[config.mk]
export PLATFORM = sky130hd
export DESIGN_NAME = circle_animator_flat
export DESIGN_NICKNAME = d
export VERILOG_FILES = /design/src/rtl/circle_animator_pkg.sv /design/src/rtl/circle_animator_if.sv /design/src/rtl/circle_animator_seg_decode.sv /design/src/rtl/circle_animator.sv /design/src/flat_wrapper.sv
export SDC_FILE = /design/constraint.sdc
export NUM_CORES = 1
export LEC_CHECK = 0
export CAP_MARGIN = 20
export CORE_MARGIN = 5
export CORE_UTILIZATION = 50
export DETAILED_ROUTE_END_ITERATION = 6
export PLACE_DENSITY = 0.67
export SYNTH_ARGS = -nofsm -noshare
export SYNTH_HDL_FRONTEND = slang
export SYNTH_SLANG_ARGS = --single-unit
[constraint.sdc]
create_clock -name clk_i -period 10.46 [get_ports clk_i]
set_clock_uncertainty 0.2 [all_clocks]
set_input_delay 3.138 -clock clk_i [delete_from_list [all_inputs] [get_ports clk_i]]
set_output_delay 3.138 -clock clk_i [all_outputs]
set_load 0.05 [all_outputs]
[src/rtl/circle_animator_pkg.sv]
// Shared types and ring geometry helpers for the segment-ring animator.
package circle_pkg;

   typedef enum logic [1:0] {
      S_IDLE = 2'd0,
      S_RUN  = 2'd1,
      S_HOLD = 2'd2
   } state_t;

   localparam int unsigned SEG_A = 0;
   localparam int unsigned SEG_B = 1;
   localparam int unsigned SEG_C = 2;
   localparam int unsigned SEG_D = 3;
   localparam int unsigned SEG_E = 4;
   localparam int unsigned SEG_F = 5;
   localparam int unsigned SEG_G = 6;

   function automatic int unsigned ring_len(input int unsigned n);
      return 2 * n + 4;
   endfunction

   // Flat bit index (7*digit + segment) of ring position p for an n-digit display.
   function automatic int unsigned seg_bit(input int unsigned n, input int unsigned p);
      int unsigned b;
      if (p < n)               b = 7 * p + SEG_A;
      else if (p == n)         b = 7 * (n - 1) + SEG_B;
      else if (p == n + 1)     b = 7 * (n - 1) + SEG_C;
      else if (p <= 2 * n + 1) b = 7 * (2 * n + 1 - p) + SEG_D;
      else if (p == 2 * n + 2) b = SEG_E;
      else                     b = SEG_F;
      return b;
   endfunction

endpackage

[src/rtl/circle_animator_if.sv]
// Control and display bundle between the animator and its driver.
interface circle_animator_if
   import circle_pkg::*;
#(
   parameter int unsigned N_DIGITS = 4
) ();
   localparam int unsigned L  = ring_len(N_DIGITS);
   localparam int unsigned PW = $clog2(L);

   logic                  tick_i;
   logic                  run_i;
   logic                  clear_i;
   logic                  dir_i;
   logic [3:0]            speed_i;
   logic [PW-1:0]         pos_o;
   logic [7*N_DIGITS-1:0] seg_o;
   logic                  wrap_o;
   logic                  running_o;

   modport master (
      output tick_i, run_i, clear_i, dir_i, speed_i,
      input  pos_o, seg_o, wrap_o, running_o
   );

   modport slave (
      input  tick_i, run_i, clear_i, dir_i, speed_i,
      output pos_o, seg_o, wrap_o, running_o
   );
endinterface

[src/rtl/circle_animator_seg_decode.sv]
// Combinational lit-segment mask for the head and its trail around the ring.
module circle_seg_decode
   import circle_pkg::*;
#(
   parameter int unsigned N_DIGITS = 4,
   parameter int unsigned TRAIL    = 2
) (
   input  logic [$clog2(ring_len(N_DIGITS))-1:0] pos,
   input  logic                                  dir,
   output logic [7*N_DIGITS-1:0]                 mask
);
   localparam int unsigned L  = ring_len(N_DIGITS);
   localparam int unsigned MW = 7 * N_DIGITS;

   int unsigned base;
   int unsigned p;

   // Trail extends behind the head, i.e. against the direction of travel.
   always_comb begin
      mask = '0;
      base = 32'(pos);
      p    = 0;
      for (int unsigned i = 0; i < TRAIL; i++) begin
         if (dir) p = (base + i) % L;
         else     p = (base + L - i) % L;
         mask = mask | (MW'(1) << seg_bit(N_DIGITS, p));
      end
   end

endmodule

[src/rtl/circle_animator.sv]
// Tick-driven ring animator: prescaled stepping FSM with registered segment output.
module circle_animator
   import circle_pkg::*;
#(
   parameter int unsigned N_DIGITS   = 4,
   parameter int unsigned TRAIL      = 2,
   parameter int unsigned ACTIVE_LOW = 0
) (
   input logic              clk_i,
   input logic              rst_ni,
   circle_animator_if.slave bus
);
   localparam int unsigned L  = ring_len(N_DIGITS);
   localparam int unsigned PW = $clog2(L);
   localparam int unsigned MW = 7 * N_DIGITS;
   localparam logic [PW-1:0] LAST  = PW'(L - 1);
   localparam logic [MW-1:0] UNLIT = (ACTIVE_LOW != 0) ? '1 : '0;

   state_t        state_q, state_d;
   logic [PW-1:0] pos_q, pos_d;
   logic [3:0]    pre_q, pre_d;
   logic          wrap_q, wrap_d;
   logic          tick_q;
   logic          tick_acc;
   logic [MW-1:0] mask;
   logic [MW-1:0] seg_q;

   assign tick_acc = bus.tick_i & ~tick_q;

   always_ff @(posedge clk_i or negedge rst_ni) begin
      if (!rst_ni) begin
         state_q <= S_IDLE;
         pos_q   <= '0;
         pre_q   <= '0;
         wrap_q  <= 1'b0;
         tick_q  <= 1'b0;
      end else begin
         state_q <= state_d;
         pos_q   <= pos_d;
         pre_q   <= pre_d;
         wrap_q  <= wrap_d;
         tick_q  <= bus.tick_i;
      end
   end

   always_comb begin
      state_d = state_q;
      pos_d   = pos_q;
      pre_d   = pre_q;
      wrap_d  = 1'b0;
      if (bus.clear_i) begin
         state_d = S_IDLE;
         pos_d   = '0;
         pre_d   = '0;
      end else begin
         case (state_q)
            S_IDLE: if (bus.run_i) state_d = S_RUN;
            S_HOLD: if (bus.run_i) state_d = S_RUN;
            S_RUN: begin
               if (!bus.run_i) state_d = S_HOLD;
               if (tick_acc) begin
                  if (pre_q >= bus.speed_i) begin
                     pre_d = '0;
                     if (!bus.dir_i) begin
                        wrap_d = (pos_q == LAST);
                        pos_d  = (pos_q == LAST) ? '0 : pos_q + 1'b1;
                     end else begin
                        wrap_d = (pos_q == '0);
                        pos_d  = (pos_q == '0) ? LAST : pos_q - 1'b1;
                     end
                  end else begin
                     pre_d = pre_q + 1'b1;
                  end
               end
            end
            default: state_d = S_IDLE;
         endcase
      end
   end

   circle_seg_decode #(
      .N_DIGITS(N_DIGITS),
      .TRAIL   (TRAIL)
   ) u_decode (
      .pos (pos_q),
      .dir (bus.dir_i),
      .mask(mask)
   );

   // Segments refresh only in RUN so HOLD keeps the last picture even if dir_i moves.
   always_ff @(posedge clk_i or negedge rst_ni) begin
      if (!rst_ni)
         seg_q <= UNLIT;
      else if (bus.clear_i || state_q == S_IDLE)
         seg_q <= UNLIT;
      else if (state_q == S_RUN)
         seg_q <= (ACTIVE_LOW != 0) ? ~mask : mask;
   end

   assign bus.pos_o     = pos_q;
   assign bus.seg_o     = seg_q;
   assign bus.wrap_o    = wrap_q;
   assign bus.running_o = (state_q == S_RUN);

endmodule

[src/flat_wrapper.sv]
// flat-port wrapper written by rule: the top's interface ports become plain ports
module circle_animator_flat import circle_pkg::*;
#(
   parameter int unsigned N_DIGITS   = 4,
   parameter int unsigned TRAIL      = 2,
   parameter int unsigned ACTIVE_LOW = 0
)
  (clk_i, rst_ni, bus_tick_i, bus_run_i, bus_clear_i, bus_dir_i, bus_speed_i, bus_pos_o, bus_seg_o, bus_wrap_o, bus_running_o);
  circle_animator_if #(.N_DIGITS(N_DIGITS)) bus_i ();
  input logic clk_i;
  input logic rst_ni;
  input wire logic [$bits(bus_i.tick_i)-1:0] bus_tick_i;
  input wire logic [$bits(bus_i.run_i)-1:0] bus_run_i;
  input wire logic [$bits(bus_i.clear_i)-1:0] bus_clear_i;
  input wire logic [$bits(bus_i.dir_i)-1:0] bus_dir_i;
  input wire logic [$bits(bus_i.speed_i)-1:0] bus_speed_i;
  output wire logic [$bits(bus_i.pos_o)-1:0] bus_pos_o;
  output wire logic [$bits(bus_i.seg_o)-1:0] bus_seg_o;
  output wire logic [$bits(bus_i.wrap_o)-1:0] bus_wrap_o;
  output wire logic [$bits(bus_i.running_o)-1:0] bus_running_o;
  assign bus_i.tick_i = bus_tick_i;
  assign bus_i.run_i = bus_run_i;
  assign bus_i.clear_i = bus_clear_i;
  assign bus_i.dir_i = bus_dir_i;
  assign bus_i.speed_i = bus_speed_i;
  assign bus_pos_o = bus_i.pos_o;
  assign bus_seg_o = bus_i.seg_o;
  assign bus_wrap_o = bus_i.wrap_o;
  assign bus_running_o = bus_i.running_o;
  circle_animator #(.N_DIGITS(N_DIGITS), .TRAIL(TRAIL), .ACTIVE_LOW(ACTIVE_LOW)) u_core (.clk_i(clk_i), .rst_ni(rst_ni), .bus(bus_i));
endmodule
==> results.json, run 1 <==
{
  "status": "complete, no violations",
  "drive_gt1_share_pct": 10.25,
  "synth_compound_area_share_pct": 26.05,
  "yosys.cell_types.count": 119,
  "synthFlopType": "dfrtp_1",
  "syn_inst": 1957,
  "postCtsHoldBufs": 0,
  "synth_top_family_by_area": "adder cells",
  "wl_mm": 41.20,
  "grt_pass1_vias": 14960,
  "syn_area_per_cell_um2": 8.169,
  "vias": 15070,
  "muxShareOfSynthArea_pct": 1.511,
  "tightest_slew_ns": 0.9784,
  "synth_xor_area_share_pct": 5.580,
  "rsz0062_at_grt": "no",
  "nFillCells": 2974,
  "path_max_fanout": 7,
  "clk_pin_slew_worst_paths_ns": 0.06,
  "period_share_pct": 95.52,
  "vias_per_cell": 5.799,
  "fin_nets": 2594,
  "hold_class": "flip-flop to flip-flop",
  "synth_edf_count": 0,
  "htree_levels": 2,
  "period_minus_slack_ns": 9.991,
  "clock_latency_ns": 0.28,
  "final.setup.tns_ns": 0,
  "critPathBufInv": 5,
  "synth_simple_gate_area_share_pct": 18.67,
  "hold_violations": 0,
  "synth-warning-count": 0,
  "slowest_delay_ns": 0.57,
  "mostFrequentLayoutCells": "274 x ha_1, 181 x inv_1, 144 x conb_1",
  "gp_congestion": 0.9608,
  "maxCapViolCount": 0,
  "start_util_pct": 50.66,
  "slew_headroom_pct": 34.08,
  "multiInputGateArea_mm2": 0.01473,
  "antenna_found_initial": 1,
  "drt_iter0_drc": 787,
  "ys_ff_latch": 40,
  "synth_top_area_share_pct": 21.52,
  "hold-worst-slack_ns": 0.3265,
  "critPathSlowestCell": "or4_1",
  "final_common_cell": "ha_1",
  "io_buffers": 43,
  "max_freq_ghz": 0.1001,
  "drc": 0,
  "yosysSeqAreaShare_pct": 6.261,
  "regArea_mm2": 0.001001,
  "grt_overflow_total": 0,
  "io_pins": 44,
  "synth_area_leaders": "ha_1 22%, fa_1 14%, dfrtp_1 6.3%",
  "firstDrtPassIters": 5,
  "synthAdderAreaFrac_pct": 35.80,
  "cts_made_buffers": 5,
  "place_inst": 2587,
  "core_mm2": 0.03156,
  "cts-root-buf": "clkbuf_16",
  "area_delta_synth_final_pct": 14.84,
  "grt_max_degree": 46,
  "dieArea_mm2": 0.03565,
  "die_w_um": 188.8,
  "synth_area_mm2": 0.01599,
  "track_usage_pct": 22.76,
  "crit_required_ns": 10.48,
  "cts_tree": "done",
  "cp-end-kind": "flip-flop",
  "cts_sinks": 40,
  "path_class": "input pin to flip-flop",
  "place_ws_ns": -0.2453,
  "grt_pass1_wl_mm": 70.44,
  "fin_cells": 2598,
  "num_rows": 65,
  "antenna_cells": 0,
  "die_h_um": 188.8,
  "synth_top_area_cell": "ha_1",
  "worst_slack_ns": 0.4689,
  "cts_buffer_depth": 2,
  "postRouteAntennaNets": 0,
  "worstPathArrival_ns": 10.01,
  "async_flop_share_pct": 100.0,
  "drv_slew": 0,
  "dpl.hpwl_mm": 34.58,
  "setup_viol": 0,
  "crit_family": "simple AND/OR/NAND/NOR gates",
  "routedWlPerCell_um": 15.86,
  "startpoint_type": "input pin"
}
==> path summary, 6_finish.rpt <==
kind	from	to	slack, ns	cells past startpoint
worst min-delay path	u_core.bus.seg_o[13]$_DFFE_PN0P_	u_core.bus.seg_o[13]$_DFFE_PN0P_	0.33	2
max in group asynchronous	rst_ni	u_core.bus.pos_o[3]$_DFFE_PN0P_	6.71	1
worst max register to register	u_core.bus.pos_o[0]$_DFFE_PN0P_	u_core.bus.seg_o[4]$_DFFE_PN0P_	1.95	34
worst min register to register	u_core.bus.seg_o[13]$_DFFE_PN0P_	u_core.bus.seg_o[13]$_DFFE_PN0P_	0.33	2
worst max-delay path	bus_dir_i	u_core.bus.seg_o[4]$_DFFE_PN0P_	0.47	31
min in group asynchronous	rst_ni	u_core.bus.seg_o[14]$_DFFE_PN0P_	2.79	1
==> final cells by class <==
cell class                      count  area share (%)
Multi-Input combinational cell   1814           80.26
Timing Repair Buffer              151           6.904
Sequential cell                    40           5.452
Inverter                          183           3.755
Tap cell                          402           2.740
Clock buffer                        6          0.7020
Clock inverter                      2          0.1908
==> state kept, by name, summed over array words and instances (netlist names) <==
register           count
u_core.state_q         2
u_core.pre_q           4
u_core.bus.seg_o      28
u_core.tick_q          1
u_core.bus.pos_o       4
u_core.bus.wrap_o      1
==> cells in the mapped netlist, types with 26 or more instances <==
cell type,count
a31oi_1,27
xnor2_1,73
nor2_1,106
o21ai_0,106
o31ai_1,26
inv_1,181
a21o_1,35
a21oi_1,128
nand3_1,51
nor3_1,39
xor2_1,27
dfrtp_1,40
fa_1,114
clkbuf_1,39
nand2_1,119
a211oi_1,30
nor2b_1,26
and2_1,31
ha_1,275
nand4_1,35
o21a_1,28
and3_1,47
==> routing by layer <==
layer	share of wire, %	GRT usage [%]	vias to the layer above
met5	0.032	0	-
met1	45	29.85	7213
li1	-	-	7497
met2	50	41.83	287
met4	2.3	4.624	2
met3	2.6	0.9448	67
==> worst register-to-register path: cells and delay by family (launching register included) <==
kind / cells / cell delay, ns
xor+xnor: 1 / 0.17
fa+ha+maj: 5 / 1.85
compound gates: 12 / 2.66
flops: 1 / 0.91
buf+inv: 7 / 1.31
simple gates: 9 / 1.35
==> cell families after synthesis <==
logic type,count (synthesis)
adders and majority gates,389
and+or+nand+nor,566
DFF,40
muxes,23
other,2
AOI/OAI and AO/OA,591
xor gates and xnor gates,101
buffers and inverters,245
==> through the flow <==
stage | cell area (um^2) | util, %
2_1_floorplan | 16520 | -
3_3_place_gp | 17970 | 56.94
3_5_place_dp | 17970 | 56.94
4_1_cts | 18130 | 57.46
5_1_grt | 18360 | 58.18
6_report | 18360 | 58.18
==> what timing repair did <==
action,4_1_cts,5_1_grt
endpoints found under the setup margin,0,28
buffers inserted,0,2
gates resized for setup,0,42
Power of run 1 is not shown: default switching activity piles up to over one toggle a cycle in this logic, so the estimate is an artifact.
==> inputs of run 2 (changes only) <==
Settings changed: HOLD_SLACK_MARGIN set to 0.15.
==> results of run 2 <==
The final DEF is identical to that of run 1; final timing and power are the same.
Power of run 2 is left out for the same reason.
==> inputs of run 3 (changes only) <==
Clock period 10.46 ns to 10.6 ns, I/O delays scaled along.
==> results.json, run 3 (same netlist as run 1, synthesis figures left out) <==
{
  "maxCapViolCount": 0,
  "routedWlPerCell_um": 15.90,
  "io_pins": 44,
  "die_w_um": 188.8,
  "vias_per_cell": 5.811,
  "area_delta_synth_final_pct": 13.74,
  "grtUsageMet3_pct": 1.241,
  "busiest_layer": "met2",
  "drive_gt1_share_pct": 9.208,
  "final_common_cell": "ha_1",
  "postCtsHoldBufs": 0,
  "num_rows": 65,
  "r2r_cells": 32,
  "grt_max_degree": 41,
  "period_share_pct": 95.17,
  "grt_util_met1_pct": 29.35,
  "path_max_fanout": 7,
  "gp_congestion": 0.9552,
  "cts_made_buffers": 5,
  "io_buffers": 43,
  "grt_pass1_wl_mm": 69.28,
  "antenna_cells": 0,
  "hold_depth": 2,
  "postRouteAntennaNets": 0,
  "fin_nets": 2570,
  "grt_overflow_total": 0,
  "antenna_found_initial": 1,
  "clock_latency_ns": 0.28,
  "slowest_delay_ns": 0.55,
  "crit_family": "simple AND/OR/NAND/NOR gates",
  "global_route.usage.met2_pct": 40.99,
  "hold_class": "flip-flop to flip-flop",
  "die_h_um": 188.8,
  "rsz0062_at_grt": "no",
  "track_usage_pct": 22.33,
  "start_util_pct": 50.66,
  "dpl.hpwl_mm": 33.97,
  "largest_reg_flops": 28,
  "cp-end-kind": "flip-flop",
  "post-route-util_pct": 57.62,
  "firstDrtPassIters": 6,
  "slew_headroom_pct": 39.76,
  "core_mm2": 0.03156,
  "status": "complete, no violations",
  "nFillCells": 3002,
  "cts_sinks": 40,
  "drv_slew": 0,
  "crit_required_ns": 10.58,
  "r2r_slack_ns": 2.20,
  "worstPathArrival_ns": 10.06,
  "critPathBufInv": 5,
  "dieArea_mm2": 0.03565,
  "mostFrequentLayoutCells": "272 x ha_1, 181 x inv_1, 144 x conb_1",
  "path_class": "input pin to flip-flop",
  "critPathSlowestCell": "or4_4",
  "max_freq_ghz": 0.09912,
  "htree_levels": 2,
  "tightest_slew_ns": 0.9036,
  "cts-root-buf": "clkbuf_16",
  "hold-worst-slack_ns": 0.3210,
  "clk_pin_slew_worst_paths_ns": 0.06,
  "regArea_mm2": 0.001001,
  "cts_buffer_depth": 2,
  "path_depth": 31,
  "wl_mm": 40.92,
  "startpoint_type": "input pin",
  "setup_viol": 0,
  "multiInputGateArea_mm2": 0.01470,
  "drc": 0,
  "drt_iter0_drc": 800,
  "vias": 14960,
  "cts_tree": "done",
  "grt_pass1_vias": 14760,
  "period_minus_slack_ns": 10.09,
  "hold_violations": 0
}
## run 3: cell count changes in the layout (fill, tap and decap cells not counted), sizes merged
cell / previous run / this run
bufinv: 1 / 3
clkbuf: 6 / 5
clkinv: 1 / 0
buf: 109 / 85
## run 3: routing by layer
metal / wire, um / part of all wire, %
met1: 18540 / 45
met2: 20400 / 50
met3: 1184 / 2.9
met4: 778 / 1.9
met5: 12 / 0.029
## run 3: timing repair
action | in CTS | in global routing
setup endpoints to repair | 0 | 28
setup buffers | 0 | 1
resized for setup | 0 | 39
## run 3: stage by stage
stage	setup slack, ns	TNS [ns]	area (um^2)	cells
after floorplan	0.1330	0	16520	2099
after global placement	0.06435	0	17780	2564
after detailed placement	-0.1006	-0.9573	17780	2564
after CTS	0.1527	0	18000	2572
after global routing	0.1700	0	18180	2574
final	0.5116	0	18180	2574
## run 3: path summary, 6_finish.rpt
kind                                                   from                          endpoint
min                        u_core.bus.seg_o[25]$_DFFE_PN0P_  u_core.bus.seg_o[25]$_DFFE_PN0P_
max                                               bus_dir_i   u_core.bus.seg_o[2]$_DFFE_PN0P_
min in group asynchronous                            rst_ni       u_core.pre_q[1]$_DFFE_PN0P_
max reg2reg                 u_core.bus.pos_o[2]$_DFFE_PN0P_   u_core.bus.seg_o[2]$_DFFE_PN0P_
max in group asynchronous                            rst_ni  u_core.bus.seg_o[23]$_DFFE_PN0P_
min reg2reg                u_core.bus.seg_o[25]$_DFFE_PN0P_  u_core.bus.seg_o[25]$_DFFE_PN0P_
## run 3: final cells by class
type / count / share of cell area, %
inverter: 183 / 3.791
tap: 402 / 2.766
multi-input combinational: 1814 / 80.82
sequential: 40 / 5.505
clock buffer: 5 / 0.6881
timing repair buffer: 127 / 5.931
clock inverter: 3 / 0.4954
## run 3: worst reg2reg max path, delay by kind of cell, from the launching register on
family                     cells  cell delay, ns
AOI/OAI and AO/OA              8            1.84
adders and majority gates      6            1.98
buffers and inverters          5            0.52
xor gates and xnor gates       1            0.31
DFF                            1            0.76
muxes                          1            0.34
and+or+nand+nor               11            2.32
Power of run 3 is left out for the same reason.
==> patch 1 (settings of run 1) <==
`N_DIGITS` is set to 4 in 4 places; all go to 8.
--- a/src/rtl/circle_animator_if.sv
+++ b/src/rtl/circle_animator_if.sv
@@ -4,3 +4,3 @@
 #(
-   parameter int unsigned N_DIGITS = 4
+   parameter int unsigned N_DIGITS = 8
 ) ();
--- a/src/rtl/circle_animator_seg_decode.sv
+++ b/src/rtl/circle_animator_seg_decode.sv
@@ -4,3 +4,3 @@
 #(
-   parameter int unsigned N_DIGITS = 4,
+   parameter int unsigned N_DIGITS = 8,
    parameter int unsigned TRAIL    = 2
--- a/src/rtl/circle_animator.sv
+++ b/src/rtl/circle_animator.sv
@@ -4,3 +4,3 @@
 #(
-   parameter int unsigned N_DIGITS   = 4,
+   parameter int unsigned N_DIGITS   = 8,
    parameter int unsigned TRAIL      = 2,
--- a/src/flat_wrapper.sv
+++ b/src/flat_wrapper.sv
@@ -3,3 +3,3 @@
 #(
-   parameter int unsigned N_DIGITS   = 4,
+   parameter int unsigned N_DIGITS   = 8,
    parameter int unsigned TRAIL      = 2,
Interface: changed (resized bus_pos_o and bus_seg_o); port bits go from 44 to 73. The function was not compared with the original's and may differ.
==> patch 1 against run 1 <==
  * The flow now finishes with violations (negative setup slack)
  * First-iteration DRC count rose by 120%
  * Routed wire length rose by 69%
  * Non-clock buffer count rose by 614
  * Area after synthesis rose by 18%
  * Synthesized cell count rose by 23%
  * Worst setup slack got worse by 1.3 ns
  * Via count rose by 45%
  * Final area rose by 51%
  * Sequential cell count rose by 29
  * Sequential share of layout area rose by 0.77 points
  * Critical path type unchanged
  * Critical endpoint is now u_core.bus.seg_o[52]
  * Highest routed layer is now met4
Power is not shown: default switching activity piles up to over one toggle a cycle in this logic, so the estimate is an artifact.
==> patch 1: results (changes against run 1) <==
Placed design:
- The routability congestion estimate is 1.018 (was 0.9608).
- The HPWL after detailed placement is 52.50 mm (was 34.58 mm).

Critical path:
- The maximum single-stage delay on the critical path is 0.60 ns (was 0.57 ns).
- The critical path data arrival time is 11.35 ns (was 10.01 ns).

STA:
- The measured slew at the worst slew-check pin came to 1.268 ns (was 0.9784 ns).
- The number of endpoints failing setup at the final stage is 56 (was 0).
- The minimum setup slack in the final design is -0.8400 ns (was 0.4689 ns).

Run status:
- The checks that failed: negative setup slack.
- Result of the run: finished, violations left (was finished, final reports clean).

Finish:
- The share of post-route cells with drive strength above 1 is 33.27% (was 10.25%).
- The number of nets in the final layout is 3,497 (was 2,594).
- The number of flip-flops in the largest register was 56 (was 28).

Synthesis:
- Most instantiated cells after synthesis: ha_1 (276), inv_1 (216), nand2_1 (208) (was ha_1 (275), inv_1 (181), a21oi_1 (128)).
- The portion of the post-synthesis area used by sequential elements is 9.182% (was 6.261%).

GRT:
- The global-route wire length before repair was 107.3 mm (was 70.44 mm).
- The pin count of the biggest net entering global routing was 70 (was 46).
- The total global routing track utilization was 30.68% (was 22.76%).
- The met1 capacity usage during global routing was 39.07% (was 29.85%).
- The via count of the first global-routing pass is 21,513 (was 14,961).
- The global-route track usage on met2 is 55.22% (was 41.83%).
- The met3 usage in global routing is 2.571% (was 0.9448%).

Routing:
- The routed wire length per instance is 19.32 um (was 15.86 um).
- The first-pass iteration count of the detailed router is 6 (was 5).
- The total vias in the final route is 21,792 (was 15,066).

Clock network:
- The TritonCTS buffer count was 9 (was 5).
-- patch 1: worst max-delay path: cells and delay by family --
| kind | cells | cell delay (ns) |
|---|---|---|
| multiplexers | 1 | 0.20 |
| AND/OR/NAND/NOR | 8 | 1.41 |
| buffers and inverters | 13 | 1.77 |
| XOR/XNOR | 1 | 0.19 |
| adder cells (fa/ha/maj) | 5 | 1.60 |
| AO/OA/AOI/OAI | 13 | 2.99 |
-- patch 1: cells by family after synthesis --
kind of cell    share of synthesized area, %
xor+xnor                               6.573
simple gates                           21.82
buf+inv                                6.221
compound gates                         24.32
fa+ha+maj                              30.50
flops                                  9.182
mux                                    1.384
-- patch 1: area by class of cell --
cell class	instances	area [um2]
timing repair buffer	765	6183
tap	511	639.4
sequential	69	1727
fill	2748	9632
inverter	221	829.5
multi-input combinational	2031	18060
clock buffer	10	239.0
clock inverter	6	86.33
-- patch 1: final timing paths --
| path | start | to | slack, ns | depth (start not counted) |
|---|---|---|---|---|
| setup / recovery | bus_dir_i | u_core.bus.seg_o[52] | -0.84 | 41 |
| hold / removal | u_core.bus.seg_o[46] | u_core.bus.seg_o[46] | 0.29 | 2 |
| setup reg to reg | u_core.bus.pos_o[0] | u_core.bus.seg_o[10] | 0.92 | 40 |
| hold reg to reg | u_core.bus.seg_o[46] | u_core.bus.seg_o[46] | 0.29 | 2 |
| max in group asynchronous | rst_ni | u_core.state_q[0] | 6.65 | 2 |
| min in group asynchronous | rst_ni | u_core.bus.seg_o[42] | 2.82 | 2 |
-- patch 1: timing repair --
action / in CTS / in global routing
gates resized for setup: 117 / 217
pin swaps: 54 / 101
buffers inserted: 31 / 30
gates cloned: 1 / 3
setup endpoints to repair: 56 / 56
-- patch 1: layer usage --
layer	share of wire, %	up-vias
li1	-	10153
met1	40	10521
met2	50	893
met3	5.6	225
met4	4.2	0
met5	0	-
-- patch 1: through the flow --
stage	utilization, %	cells	hold WS (ns)	instance area (um2)	setup TNS (ns)
global placement	66.70	3534	0.2770	24950	-74.85
CTS	69.98	3583	0.2927	26170	-27.53
global route	74.25	3613	0.3190	27770	-57.15
floorplan	-	2406	0.2938	19180	-51.39
finish	74.25	3613	0.2941	27770	-31.42
detailed placement	66.78	3535	0.2782	24970	-87.23
==> patch 2 (settings of run 1) <==
Without the edit above. The 3 states of `state_t` get a one-hot encoding in 3 bits.
--- a/src/rtl/circle_animator_pkg.sv
+++ b/src/rtl/circle_animator_pkg.sv
@@ -3,6 +3,6 @@
 
-   typedef enum logic [1:0] {
-      S_IDLE = 2'd0,
-      S_RUN  = 2'd1,
-      S_HOLD = 2'd2
+   typedef enum logic [2:0] {
+      S_IDLE = 3'b001,
+      S_RUN  = 3'b010,
+      S_HOLD = 3'b100
    } state_t;
Function: no difference found for any inputs over 4 cycles, from zero or initial values and one cycle with rst_ni low; so few cycles prove little.
==> patch 2 against run 1 <==
  * Non-clock buffer count increased by 97
  * Hold slack lost 0.023 ns
  * Worst setup slack got worse by 0.060 ns
  * Largest cell class unchanged
  * Final area rose by 7.0%
  * First-iteration DRC count decreased by 1.7%
  * Highest routed layer is now met4
  * Sequential share of layout area decreased by 0.22 points
  * Area after synthesis is 4.1% higher
  * Sequential cell count grew 1
  * Routed wire length is 8.8% higher
  * Final cell count grew 7.5%
==> patch 2: results (changes against run 1) <==
Synthesis:
- The portion of the post-synthesis area used by sequential elements was 6.171% (was 6.261%).
- Largest cells by area after synthesis: ha_1 (21%), fa_1 (14%), dfrtp_1 (6.0%), xnor2_1 (3.9%), inv_1 (3.6%) (was ha_1 (22%), fa_1 (14%), dfrtp_1 (6.3%), inv_1 (4.2%), a21oi_1 (4.0%)).
- The count of different cell masters after synthesis came to 130 (was 119).
- The portion of synthesized cell area occupied by the leading cell type came to 20.67% (was 21.52%).
- Most instantiated cells after synthesis: ha_1 (275), inv_1 (161), nand2_1 (144) (was ha_1 (275), inv_1 (181), a21oi_1 (128)).

Finish:
- The count of filler cells inserted in the layout came to 3,094 (was 2,974).
- The number of nets in the final layout came to 2,749 (was 2,594).
- The share of post-route cells with drive strength above 1 is 13.53% (was 10.25%).

Placed design:
- The HPWL after detailed placement is 38.43 mm (was 34.58 mm).
- The routability congestion estimate came to 0.9479 (was 0.9608).

GRT:
- The global-route wire length before repair is 75.13 mm (was 70.44 mm).
- The initial antenna violation count is 0 (was 1).
- The pin count of the biggest net entering global routing is 42 (was 46).
- The via count of the first global-routing pass is 15,830 (was 14,961).
- The total global routing track utilization is 23.93% (was 22.76%).

Routing:
- The total vias in the final route is 15,957 (was 15,066).
- The wire length after detailed routing is 44.81 mm (was 41.20 mm).
- The violation count after the first detailed-routing iteration is 774 (was 787).

Critical path:
- The critical path data arrival time is 10.05 ns (was 10.01 ns).
- The cell class contributing the biggest share of worst-path delay is compound AO/OA/AOI/OAI gates (was simple AND/OR/NAND/NOR gates).
- The startpoint of the lowest-slack register-to-register path is u_core.bus.pos_o[2] (was u_core.bus.pos_o[0]).
- The endpoint of the lowest-slack register-to-register path is u_core.bus.seg_o[12] (was u_core.bus.seg_o[4]).
- The setup slack of the most critical reg-to-reg path is 1.85 ns (was 1.95 ns).
- The length in cells of the worst reg-to-reg path is 31 (was 34).

STA:
- The final-report hold violation count is 0 (unchanged).
- The minimum hold slack was 0.3032 ns (was 0.3265 ns).
- The worst slew margin relative to its limit is 36.59% (was 34.08%).

Run status:
- Result of the run: finished, final reports clean (unchanged).

Min path:
- The sink of the worst hold path is u_core.bus.seg_o[6] (was u_core.bus.seg_o[13]).
- The hold path startpoint is u_core.bus.seg_o[6] (was u_core.bus.seg_o[13]).
==> patch 2: cell types whose count changed in the layout (fill, tap and decap cells not counted), sizes merged, moves of 11 or more <==
cell and delta:
inv -19, nand2b +11, nor2 +20, and2 -14, nand2 +28, buf +97
==> patch 2: what timing repair did <==
item	4_1_cts	5_1_grt
pin swaps	3	3
endpoints found under the setup margin	5	28
resized for setup	2	22
==> patch 2: worst reg2reg max path, delay by kind of cell, from the launching register on <==
kind	cells	cell delay (ns)
compound gates	9	2.13
xor+xnor	1	0.16
fa+ha+maj	6	2.23
buf+inv	8	1.10
flops	1	0.84
simple gates	7	1.83
==> patch 2: per-stage QoR <==
stage	cell area [um2]	setup TNS (ns)	instances	utilization [%]	setup WS, ns
CTS	19500	0	2793	59.64	0.01137
global placement	19320	-4.823	2785	59.09	-0.2325
finish	19640	0	2793	60.04	0.4094
global route	19640	0	2793	60.04	0.006800
floorplan	17180	0	2167	-	0.09868
detailed placement	19320	-6.952	2785	59.09	-0.3301
==> patch 2: final cells by class <==
class / instances / area share, %
Clock buffer: 5 / 0.6372
Timing Repair Buffer: 248 / 10.02
Multi-Input combinational cell: 1890 / 77.93
Clock inverter: 3 / 0.2358
Tap cell: 442 / 2.817
Inverter: 164 / 3.135
Sequential cell: 41 / 5.232
==> patch 2: cells by family after synthesis <==
family / synth area share, %
compound gates: 24.92
xor+xnor: 5.599
fa+ha+maj: 34.38
buf+inv: 5.945
flops: 6.171
mux: 1.330
other cells: 0.04511
simple gates: 21.61
==> patch 2: layer usage <==
layer | global-route usage (%) | wire length (um) | vias up
met5 | 0 | 0 | -
met4 | 5.348 | 1032 | 0
met3 | 1.176 | 1233 | 54
met2 | 45.58 | 23260 | 292
met1 | 29.67 | 19280 | 7650
li1 | - | - | 7961
==> patch 2: worst max path at each step <==
stage          slack [ns]                   end
2_1_floorplan         0.1   u_core.bus.seg_o[4]
3_3_place_gp        -0.23  u_core.bus.seg_o[21]
3_5_place_dp        -0.33  u_core.bus.seg_o[24]
4_1_cts              0.01  u_core.bus.seg_o[24]
5_1_grt             0.007   u_core.bus.seg_o[8]
6_report             0.41  u_core.bus.seg_o[12]
==> patch 2: report_power, final <==
part	total [mW]	internal [mW]	switching [mW]
sequential	0.169	0.161	0.00751
combinational	6.63	3.04	3.59
clock	0.182	0.113	0.0686
